===== src/rtl/cpu_pad_pkg.sv =====
// Shared types and constants for the CPU pad-ring host driver.
// The FSM state encoding and default pin widths live here so the top and bench agree.
package cpu_pad_pkg;

    localparam int unsigned ADDR_W_DEF = 32'd5;
    localparam int unsigned DATA_W_DEF = 32'd8;
    localparam int unsigned VOUT_W_DEF = 32'd2;
    localparam int unsigned EGG_W      = 32'd3;

    typedef enum logic [2:0] {
        IDLE     = 3'd0,
        HOLD     = 3'd1,
        RUN      = 3'd2,
        SETTLE_S = 3'd3,
        OUT      = 3'd4,
        DONE     = 3'd5
    } state_e;

    // A window of n cycles is timed by loading n-1 and counting down to zero.
    function automatic int unsigned cycles_to_load(input int unsigned n);
        return (n > 32'd0) ? (n - 32'd1) : 32'd0;
    endfunction

endpackage


===== src/rtl/cpu_pad_cycle_cnt.sv =====
// Loadable down-counter with a zero flag; times both the CPU run window and the
// vout_addr settle hold. A load takes priority over counting; the count sticks at zero.
module cpu_pad_cycle_cnt #(
    parameter int unsigned W = 32'd8
) (
    input  logic         clk_i,
    input  logic         rst_ni,
    input  logic         load_i,
    input  logic [W-1:0] load_val_i,
    input  logic         en_i,
    output logic         zero_o
);

    logic [W-1:0] cnt_q;
    logic [W-1:0] cnt_d;

    // Next count: load, decrement while enabled and non-zero, otherwise hold
    always_comb begin
        cnt_d = cnt_q;
        if (load_i) begin
            cnt_d = load_val_i;
        end else if (en_i && (cnt_q != {W{1'b0}})) begin
            cnt_d = cnt_q - W'(1'b1);
        end else begin
            cnt_d = cnt_q;
        end
    end

    // Count register
    always_ff @(posedge clk_i or negedge rst_ni) begin
        if (!rst_ni) begin
            cnt_q <= {W{1'b0}};
        end else begin
            cnt_q <= cnt_d;
        end
    end

    assign zero_o = (cnt_q == {W{1'b0}});

endmodule


===== src/rtl/cpu_pad_host.sv =====
// Host-side driver for the CPU pad ring: loads program/register beats while the CPU
// is held in reset, runs it for a fixed window, then reads back every output slot.
module cpu_pad_host
    import cpu_pad_pkg::*;
#(
    parameter int unsigned ADDR_W     = ADDR_W_DEF,
    parameter int unsigned DATA_W     = DATA_W_DEF,
    parameter int unsigned VOUT_W     = VOUT_W_DEF,
    parameter int unsigned RUN_CYCLES = 32'd64,
    parameter int unsigned SETTLE     = 32'd2
) (
    input  logic              clk_i,
    input  logic              resetn,
    input  logic              ld_valid,
    output logic              ld_ready,
    input  logic              ld_is_data,
    input  logic [ADDR_W-1:0] ld_addr,
    input  logic [DATA_W-1:0] ld_byte,
    input  logic              ld_last,
    output logic              DataOrReg,
    output logic [ADDR_W-1:0] address,
    output logic [DATA_W-1:0] instr_i,
    output logic              reset,
    output logic [VOUT_W-1:0] vout_addr,
    input  logic [DATA_W-1:0] value_o,
    input  logic              is_positive,
    input  logic [EGG_W-1:0]  easter_egg,
    output logic              rd_valid,
    input  logic              rd_ready,
    output logic [VOUT_W-1:0] rd_index,
    output logic [DATA_W-1:0] rd_value,
    output logic              rd_positive,
    output logic [EGG_W-1:0]  rd_egg,
    output logic              rd_last,
    output logic              busy,
    output logic              done
);

    localparam int unsigned CNT_MAX = (RUN_CYCLES > SETTLE) ? RUN_CYCLES : SETTLE;
    localparam int unsigned CNT_W   = $clog2(CNT_MAX + 32'd1);

    localparam logic [CNT_W-1:0]  RUN_LOAD    = CNT_W'(cycles_to_load(RUN_CYCLES));
    localparam logic [CNT_W-1:0]  SETTLE_LOAD = CNT_W'(cycles_to_load(SETTLE));
    localparam logic [VOUT_W-1:0] VOUT_LAST   = {VOUT_W{1'b1}};

    state_e              state_q;
    logic                ld_ready_q;
    logic                last_q;
    logic                dor_q;
    logic [ADDR_W-1:0]   addr_q;
    logic [DATA_W-1:0]   instr_q;
    logic                reset_q;
    logic [VOUT_W-1:0]   vout_q;
    logic                rd_valid_q;
    logic [VOUT_W-1:0]   rd_index_q;
    logic [DATA_W-1:0]   rd_value_q;
    logic                rd_positive_q;
    logic [EGG_W-1:0]    rd_egg_q;
    logic                rd_last_q;
    logic                busy_q;
    logic                done_q;

    logic                cnt_load_s;
    logic [CNT_W-1:0]    cnt_val_s;
    logic                cnt_en_s;
    logic                cnt_zero_s;

    // Counter control: arm the run window leaving HOLD, and the settle hold on every new slot
    always_comb begin
        cnt_load_s = 1'b0;
        cnt_val_s  = SETTLE_LOAD;
        cnt_en_s   = 1'b0;
        case (state_q)
            HOLD: begin
                if (last_q) begin
                    cnt_load_s = 1'b1;
                    cnt_val_s  = RUN_LOAD;
                end else begin
                    cnt_load_s = 1'b0;
                end
            end
            RUN: begin
                cnt_en_s = 1'b1;
                if (cnt_zero_s) begin
                    cnt_load_s = 1'b1;
                end else begin
                    cnt_load_s = 1'b0;
                end
            end
            SETTLE_S: begin
                cnt_en_s = 1'b1;
            end
            OUT: begin
                if (rd_ready && !rd_last_q) begin
                    cnt_load_s = 1'b1;
                end else begin
                    cnt_load_s = 1'b0;
                end
            end
            default: begin
                cnt_load_s = 1'b0;
            end
        endcase
    end

    cpu_pad_cycle_cnt #(
        .W (CNT_W)
    ) u_cnt (
        .clk_i      (clk_i),
        .rst_ni     (resetn),
        .load_i     (cnt_load_s),
        .load_val_i (cnt_val_s),
        .en_i       (cnt_en_s),
        .zero_o     (cnt_zero_s)
    );

    // Sequencer; every pad pin and readback field is a register written only here
    always_ff @(posedge clk_i or negedge resetn) begin
        if (!resetn) begin
            state_q       <= IDLE;
            ld_ready_q    <= 1'b1;
            last_q        <= 1'b0;
            dor_q         <= 1'b0;
            addr_q        <= {ADDR_W{1'b0}};
            instr_q       <= {DATA_W{1'b0}};
            reset_q       <= 1'b1;
            vout_q        <= {VOUT_W{1'b0}};
            rd_valid_q    <= 1'b0;
            rd_index_q    <= {VOUT_W{1'b0}};
            rd_value_q    <= {DATA_W{1'b0}};
            rd_positive_q <= 1'b0;
            rd_egg_q      <= {EGG_W{1'b0}};
            rd_last_q     <= 1'b0;
            busy_q        <= 1'b0;
            done_q        <= 1'b0;
        end else begin
            case (state_q)
                IDLE: begin
                    if (ld_valid && ld_ready_q) begin
                        dor_q      <= ld_is_data;
                        addr_q     <= ld_addr;
                        instr_q    <= ld_byte;
                        last_q     <= ld_last;
                        ld_ready_q <= 1'b0;
                        busy_q     <= 1'b1;
                        state_q    <= HOLD;
                    end else begin
                        ld_ready_q <= 1'b1;
                        busy_q     <= 1'b0;
                    end
                end
                HOLD: begin
                    if (last_q) begin
                        reset_q <= 1'b0;
                        state_q <= RUN;
                    end else begin
                        ld_ready_q <= 1'b1;
                        busy_q     <= 1'b0;
                        state_q    <= IDLE;
                    end
                end
                RUN: begin
                    if (cnt_zero_s) begin
                        rd_egg_q <= easter_egg;
                        vout_q   <= {VOUT_W{1'b0}};
                        state_q  <= SETTLE_S;
                    end
                end
                SETTLE_S: begin
                    if (cnt_zero_s) begin
                        rd_value_q    <= value_o;
                        rd_positive_q <= is_positive;
                        rd_index_q    <= vout_q;
                        rd_last_q     <= (vout_q == VOUT_LAST);
                        rd_valid_q    <= 1'b1;
                        state_q       <= OUT;
                    end
                end
                OUT: begin
                    if (rd_ready) begin
                        rd_valid_q <= 1'b0;
                        if (rd_last_q) begin
                            done_q  <= 1'b1;
                            reset_q <= 1'b1;
                            vout_q  <= {VOUT_W{1'b0}};
                            state_q <= DONE;
                        end else begin
                            vout_q  <= vout_q + VOUT_W'(1'b1);
                            state_q <= SETTLE_S;
                        end
                    end
                end
                DONE: begin
                    done_q     <= 1'b0;
                    busy_q     <= 1'b0;
                    ld_ready_q <= 1'b1;
                    state_q    <= IDLE;
                end
                default: begin
                    state_q    <= IDLE;
                    reset_q    <= 1'b1;
                    ld_ready_q <= 1'b1;
                    rd_valid_q <= 1'b0;
                    busy_q     <= 1'b0;
                    done_q     <= 1'b0;
                end
            endcase
        end
    end

    assign ld_ready    = ld_ready_q;
    assign DataOrReg   = dor_q;
    assign address     = addr_q;
    assign instr_i     = instr_q;
    assign reset       = reset_q;
    assign vout_addr   = vout_q;
    assign rd_valid    = rd_valid_q;
    assign rd_index    = rd_index_q;
    assign rd_value    = rd_value_q;
    assign rd_positive = rd_positive_q;
    assign rd_egg      = rd_egg_q;
    assign rd_last     = rd_last_q;
    assign busy        = busy_q;
    assign done        = done_q;

endmodule


===== config.mk =====
export PLATFORM = sky130hd
export DESIGN_NAME = cpu_pad_host
export DESIGN_NICKNAME = d
export VERILOG_FILES = /design/src/rtl/cpu_pad_pkg.sv /design/src/rtl/cpu_pad_cycle_cnt.sv /design/src/rtl/cpu_pad_host.sv
export SDC_FILE = /design/constraint.sdc
export NUM_CORES = 1
export LEC_CHECK = 0
export ABC_AREA = 1
export CAP_MARGIN = 10
export CORE_MARGIN = 1
export CORE_UTILIZATION = 33
export CTS_BUF_LIST = sky130_fd_sc_hd__clkbuf_2
export DETAILED_ROUTE_END_ITERATION = 7
export PLACE_DENSITY = 0.72
export SLEW_MARGIN = 20
export SYNTH_ARGS = -nofsm -noshare
export SYNTH_HDL_FRONTEND = slang
export SYNTH_SLANG_ARGS = --single-unit

===== constraint.sdc =====
create_clock -name clk_i -period 1.68 [get_ports clk_i]
set_clock_uncertainty 0.15 [all_clocks]
set_input_delay 0.336 -clock clk_i [delete_from_list [all_inputs] [get_ports clk_i]]
set_output_delay 0.336 -clock clk_i [all_outputs]
set_load 0.02 [all_outputs]

# After elaboration in Yosys (flattened, before gate mapping)
# Cells that the tools add are included.
[op_classes] n_mux=34 eq_ne=13 reduce_logical=23 add_sub_neg=2 bitwise=4
[ops] cell="$mux 3" count=5
[ops] cell="$pmux 1 s3" count=5
[ops] cell="$pmux 3 s5" count=1
[ops] cell="$mux 7" count=2
[ops] cell="$ne 2x2->1 const B" count=7
[ops] cell="$mux 1" count=13
[ops] cell="$mux 6" count=2
[ops] cell="$reduce_or 4->1" count=3
[ops] cell="$reduce_and 3->1" count=3
[ops] cell="$mux 2" count=4
[ops] cell="$reduce_and 2->1" count=4
[ops] cell="$reduce_and 4->1" count=2
[ops] cell="$logic_not 7->1" count=1
[ops] cell="$reduce_bool 7->1" count=1
[ops] cell="$sub 7x1->7 const B" count=1
[ops] cell="$eq 3x2->1 const B" count=2
[ops] cell="$eq 3x3->1 const B" count=2
[ops] cell="$not 1->1" count=4
[ops] cell="$pmux 2 s2" count=1
[ops] cell="$reduce_bool 2->1" count=2
[ops] cell="$eq 3x1->1 const B" count=1
[ops] cell="$logic_and 1x1->1" count=3
[ops] cell="$logic_not 3->1" count=1
[ops] cell="$reduce_or 3->1" count=1
[ops] cell="other kinds (5)" count=5
[totals] in_bits=31 out_inout_bits=36 reg_bits=47 word_cells=93

# Logic depth before layout (Yosys ltp)
[logic_depth] depth_word=6 depth_mapped=11 mapped_depth_nobuf=11

# Modules after synthesis
# A second synthesis with hierarchy kept.
[hier_totals] hier_cells=284 hier_area_um2=2273.4
[by_module_without_submodules] module="cpu_pad_host" n_inst=1 area_per_inst_um2=1788.0 cells_each=209 seq_area_each_um2=1003.5
[by_module_without_submodules] module="cpu_pad_cycle_cnt" n_inst=1 area_per_inst_um2=485.5 cells_each=75 seq_area_each_um2=175.2

# Least setup slack after synthesis
# OpenSTA, ideal clock, no wires.
[synth_timing] path_type="register to register" start="reg u_cnt.cnt_q[0]" end="reg rd_last_q (netlist: rd_last)" synth_period_minus_slack_ns=1.631 path_stages_with_launch=11 t_arrival_ns=1.364 required_time_ns=1.413 n_path_buf=1 setup_slack_ns=0.049 setup_ns=0.117 cell_sequence="dfrtp_1 > inv_1 > ha_1 > inv_1 > nor2_1 > nand3_2 > inv_2 > nand3_1 > buf_2 > nand2_1 > nand2_1"
[synth_between] elab_chain_cells=2
[synth_lines] element="start: declaration" line="cpu_pad_cycle_cnt.sv:14" source="logic [W-1:0] cnt_q;"
[synth_lines] element="start signal: assignment" line="cpu_pad_cycle_cnt.sv:32" source="cnt_q <= {W{1'b0}};"
[synth_lines] element="start signal: assignment" line="cpu_pad_cycle_cnt.sv:34" source="cnt_q <= cnt_d;"
[synth_lines] element="$logic_not 7->1" line="cpu_pad_cycle_cnt.sv:38" source="assign zero_o = (cnt_q == {W{1'b0}});"
[synth_lines] element="$reduce_and 2->1 (no source line)"
[synth_lines] element="end signal: assignment" line="cpu_pad_host.sv:174" source="rd_last_q <= (vout_q == VOUT_LAST);"
[synth_lines] element="end: declaration" line="cpu_pad_host.sv:59" source="logic rd_last_q;"
# No other way between the ends.
# A chain may end at the register's enable or synchronous reset.

# Final worst setup path
[layout_timing] start="reg u_cnt.cnt_q[0]" end="reg u_cnt.cnt_q[5]"
[layout_between] elab_chain_cells=4 word_cells_on_any_way=9 cone_classes="1 x add/sub; 4 x mux; 4 x reduce/logical"
[layout_lines] element="parallel branches: the longest is 4 deep, another holds $sub 7x1->7"
# Several ways; the timed one is not identified. The select of a mux whose other input is x is not followed.

==> summary.md <==
| Metric | Value |
|---|---|
| Status | finished, final reports clean |
| Start-to-end type of the worst setup path | flop to flop |
| Global Route Usage Sum | 15.6% |
| Cell area reported after detailed placement | 3050 sq um |
| Share of the yosys chip area belonging to registers | 54.1% |
| Total of max-cap violations | 0 |
| Comb pwr share | 57.8% |
| Share of layout cells above drive strength 1 | 30.2% |
| Area taken by multi-input logic gates | 980 sq um |
| Worst path slowest cell | dfrtp_1 |
| Footprint of the flip-flops and latches | 1180 sq um |
| Net count after synthesis | 293 |
| Total I/O pin count | 67 |
| Post-placement setup slack | -0.0966 ns |
| First-pass GRT wire length | 8.77 mm |
| Most instantiated library cell after synthesis | nand2_1 |
| Wirelength, routed | 5.25 mm |
| Count of fill cells added during filler insertion | 634 |
| Netlist Area Pre-Place | 2180 sq um |
| Leading post-synthesis cells by instance count | 128 x nand2_1, 45 x dfrtp_1, 21 x nand3_1, 14 x inv_1, 8 x nor2_1 |
| Final Cell Area | 3170 sq um |
| Cell-internal power | 0.00305 W |
| Distinct cell type count after synthesis | 25 |
| Number of buffers inserted during clock tree synthesis | 5 |
| Clock root buffer master | clkbuf_2 |
| Crit-path max FO | 8 |
| VDD IR-drop max | 0.733 mV |
| Core ar. | 6350 sq um |
| Standard-cell row count | 29 |
| Share of the synthesized area in the top cell type | 51.7% |
| Total via count after detailed routing | 2033 |
| Switching power summed over all nets | 0.00268 W |
| Register bit total from synthesis | 47 |
| Clock network fraction of design power | 8.2% |
| Cell types occupying the most area after synthesis | dfrtp_1 52%, nand2_1 22%, nand3_1 4.8% |
| Clock tree from TritonCTS | built |
| Period utilization | 98.5% |
| Number of antenna violations at the first check in global routing | 0 |
| Cell-by-cell trace of the critical path | inv_2 > ha_4 > inv_2 > nor2_4 > nand3_4 > nor2_4 > nor2_8 > nand2_8 > inv_8 > nand2_1 > nand2_1 |
| DRC violations left | 0 |
| Number of enable flip-flop cells after synthesis | 0 |
| Number of design-rule violations left by the first detailed-router iteration | 76 |
| Synthesized area divided by synthesized cell count | 8.42 sq um |
| Sequential group share of total power | 34.0% |
| Crit path time final | 1.66 ns |
| Clock sink total | 47 |
| FF-to-FF Start | u_cnt.cnt_q[0] |
| Cell leakage power | 1.66 nW |
| Library cell with the largest summed area after synthesis | dfrtp_1 |
| Predominant post-synthesis flop cell | dfrtp_1 |
| Capture point of the worst reg-to-reg path | u_cnt.cnt_q[5] |
| Crit path capture type | flop |
| R2r worst-path depth | 11 |
| Port-buffer cells | 66 |
| Vias in the first global route | 1905 |
| Layout overhead on the synthesized area | 45.4% |
| PnR worst setup slack | 0.0248 ns |
| Reg2Reg Setup Slack | 0.02 ns |
| Pins over their slew limit | 0 |
| Slew @ Worst Pin | 0.410 ns |
| Longest Clk Path Bufs | 2 |
| Detailed-route wire length per cell | 11.9 microns |
| Cell area power density | 1810 nW/um^2 |
| Hold Vio Cnt, Final | 0 |
| Routed vias/inst | 4.61 |
| Antenna diode count | 0 |
| Class of the tightest hold or removal check | input pin to async pin |
| Antenna violation net count after detailed routing | 0 |
| Worst max-slew margin expressed relative to the limit | 72.7% |
| Upper clock frequency limit | 0.604 GHz |
| Half-perimeter wire length after detailed placement | 3.74 mm |
| Height of the die | 83.3 microns |
| H-tree Lvls | 2 |
| Worst endpoint data arrival time | 1.85 ns |
| Clock Latency Late Sink | 0.43 ns |
| Post-layout total power | 0.00573 W |
| Die Wd | 83.3 microns |
| Critical Path Start Type | flop |
| Warning count from the yosys run | 0 |
| Pin count of the biggest net entering global routing | 19 |
| Area of the die | 6930 sq um |
| Clock-pin slew on the worst setup and hold paths | 0.26 ns |
| Starting Density | 34.3% |
| Fraction of registers with async set/reset | 100% |
| Global route total overflow | 0 |
| Cells after synthesis | 259 |
| Sw Ratio | 46.8% |
| Unrepaired setup endpoints after global routing | yes |
| # nets final | 397 |
| Final weighted congestion in routability-driven placement | 0.828 |
| Number of setup violations in the final report | 0 |
| Required @ worst endpoint | 1.88 ns |
| Detailed-routing iteration count for the pre-antenna-repair pass | 4 |
| Worst stage delay on the critical path | 0.45 ns |
[cells by family (layout without fill, tap and decap cells)]
logic type               count (synthesis)  in the layout  share of synthesized area, %
XOR/XNOR                                 4              4                          1.61
buffers and inverters                   24            128                          4.53
flip-flops                              47             47                          54.1
adder cells (fa/ha/maj)                  3              3                          1.72
AND/OR/NAND/NOR                        169            170                          34.9
AO/OA/AOI/OAI                           12             12                          3.16
[power groups by stage]
| stage | combinational, W | sequential [W] | clock [W] |
|---|---|---|---|
| floorplan | 0.00145 | 0.00234 | 0 |
| detailed placement | 0.00313 | 0.00194 | 0 |
| global route | 0.00364 | 0.00201 | 0.000540 |
| global placement | 0.00307 | 0.00194 | 0 |
| CTS | 0.00315 | 0.00193 | 0.000495 |
| finish | 0.00331 | 0.00195 | 0.000471 |
[repair_timing]
item / in CTS / in global routing
gates resized for setup: 90 / 51
setup buffers: 8 / 9
endpoints found under the setup margin: 48 / 51
cloned: 1 / 0
hold buffers: 1 / 0
pin swaps: 10 / 6
hold endpoints to repair: 46 / 0
[flip-flops by register name (all words and copies together), names as in the netlist]
name         flops
vout_addr        2
busy             1
rd_egg           3
state_q          3
last_q           1
rd_valid         1
done             1
instr_i          8
reset            1
rd_value         8
u_cnt.cnt_q      7
address          5
rd_last          1
DataOrReg        1
rd_positive      1
ld_ready         1
rd_index         2
[per-layer routing]
layer	track usage [%]	wire length [microns]	vias up
li1	-	-	1020
met1	19.2	2320	949
met2	26.5	2580	58
met3	4.77	295	6
met4	4.23	59	0
met5	0	0	-
[metrics by stage]
step	cells	util (%)	setup TNS, ns	hold slack, ns
2_1_floorplan	259	-	0	-0.110
3_3_place_gp	414	48.0	-0.351	0.0790
3_5_place_dp	414	48.0	-0.543	0.0797
4_1_cts	432	50.4	-0.113	0.0930
5_1_grt	441	49.9	-0.360	0.0853
6_report	441	49.9	0	0.106
[final cells by class]
cell class	instances	area share, %
Sequential cell	47	37.3
Multi-Input combinational cell	189	30.9
Timing Repair Buffer	101	24.8
Tap cell	77	3.04
Inverter	19	2.49
Clock buffer	5	0.790
Clock inverter	3	0.632
[worst max-delay path by stage]
stage	slack [ns]	endpoint	startpoint
floorplan	0.05	rd_last	u_cnt.cnt_q[0]
global placement	-0.06	u_cnt.cnt_q[1]	rd_ready
detailed placement	-0.1	u_cnt.cnt_q[3]	rd_ready
CTS	-0.03	u_cnt.cnt_q[3]	u_cnt.cnt_q[1]
global route	-0.06	u_cnt.cnt_q[5]	u_cnt.cnt_q[0]
finish	0.02	u_cnt.cnt_q[5]	u_cnt.cnt_q[0]
[worst max-delay path, delay by kind of cell (launching register included)]
kind,cells,cell delay (ns)
and+or+nand+nor,7,0.69
DFF,1,0.45
buffers and inverters,3,0.17
adders and majority gates,1,0.13
[layout by cell type (no fill, tap or decap), types with 2 or more instances in the layout]
cell type and count:
o21ai_1 2, nor2_1 7, dfrtp_2 2, xor2_1 2
o21ai_0 5, nand2_2 9, nand3_1 21, ha_1 2
xnor2_1 2, clkbuf_2 27, clkdlybuf4s15_1 5, inv_1 11
nor2_4 5, clkdlybuf4s50_1 29, buf_4 34, buf_2 8
dfstp_2 2, nand2_1 118, dfrtp_1 43, inv_2 7
nand2_4 3, o22ai_1 2
Power figures use the tool's default switching activity.
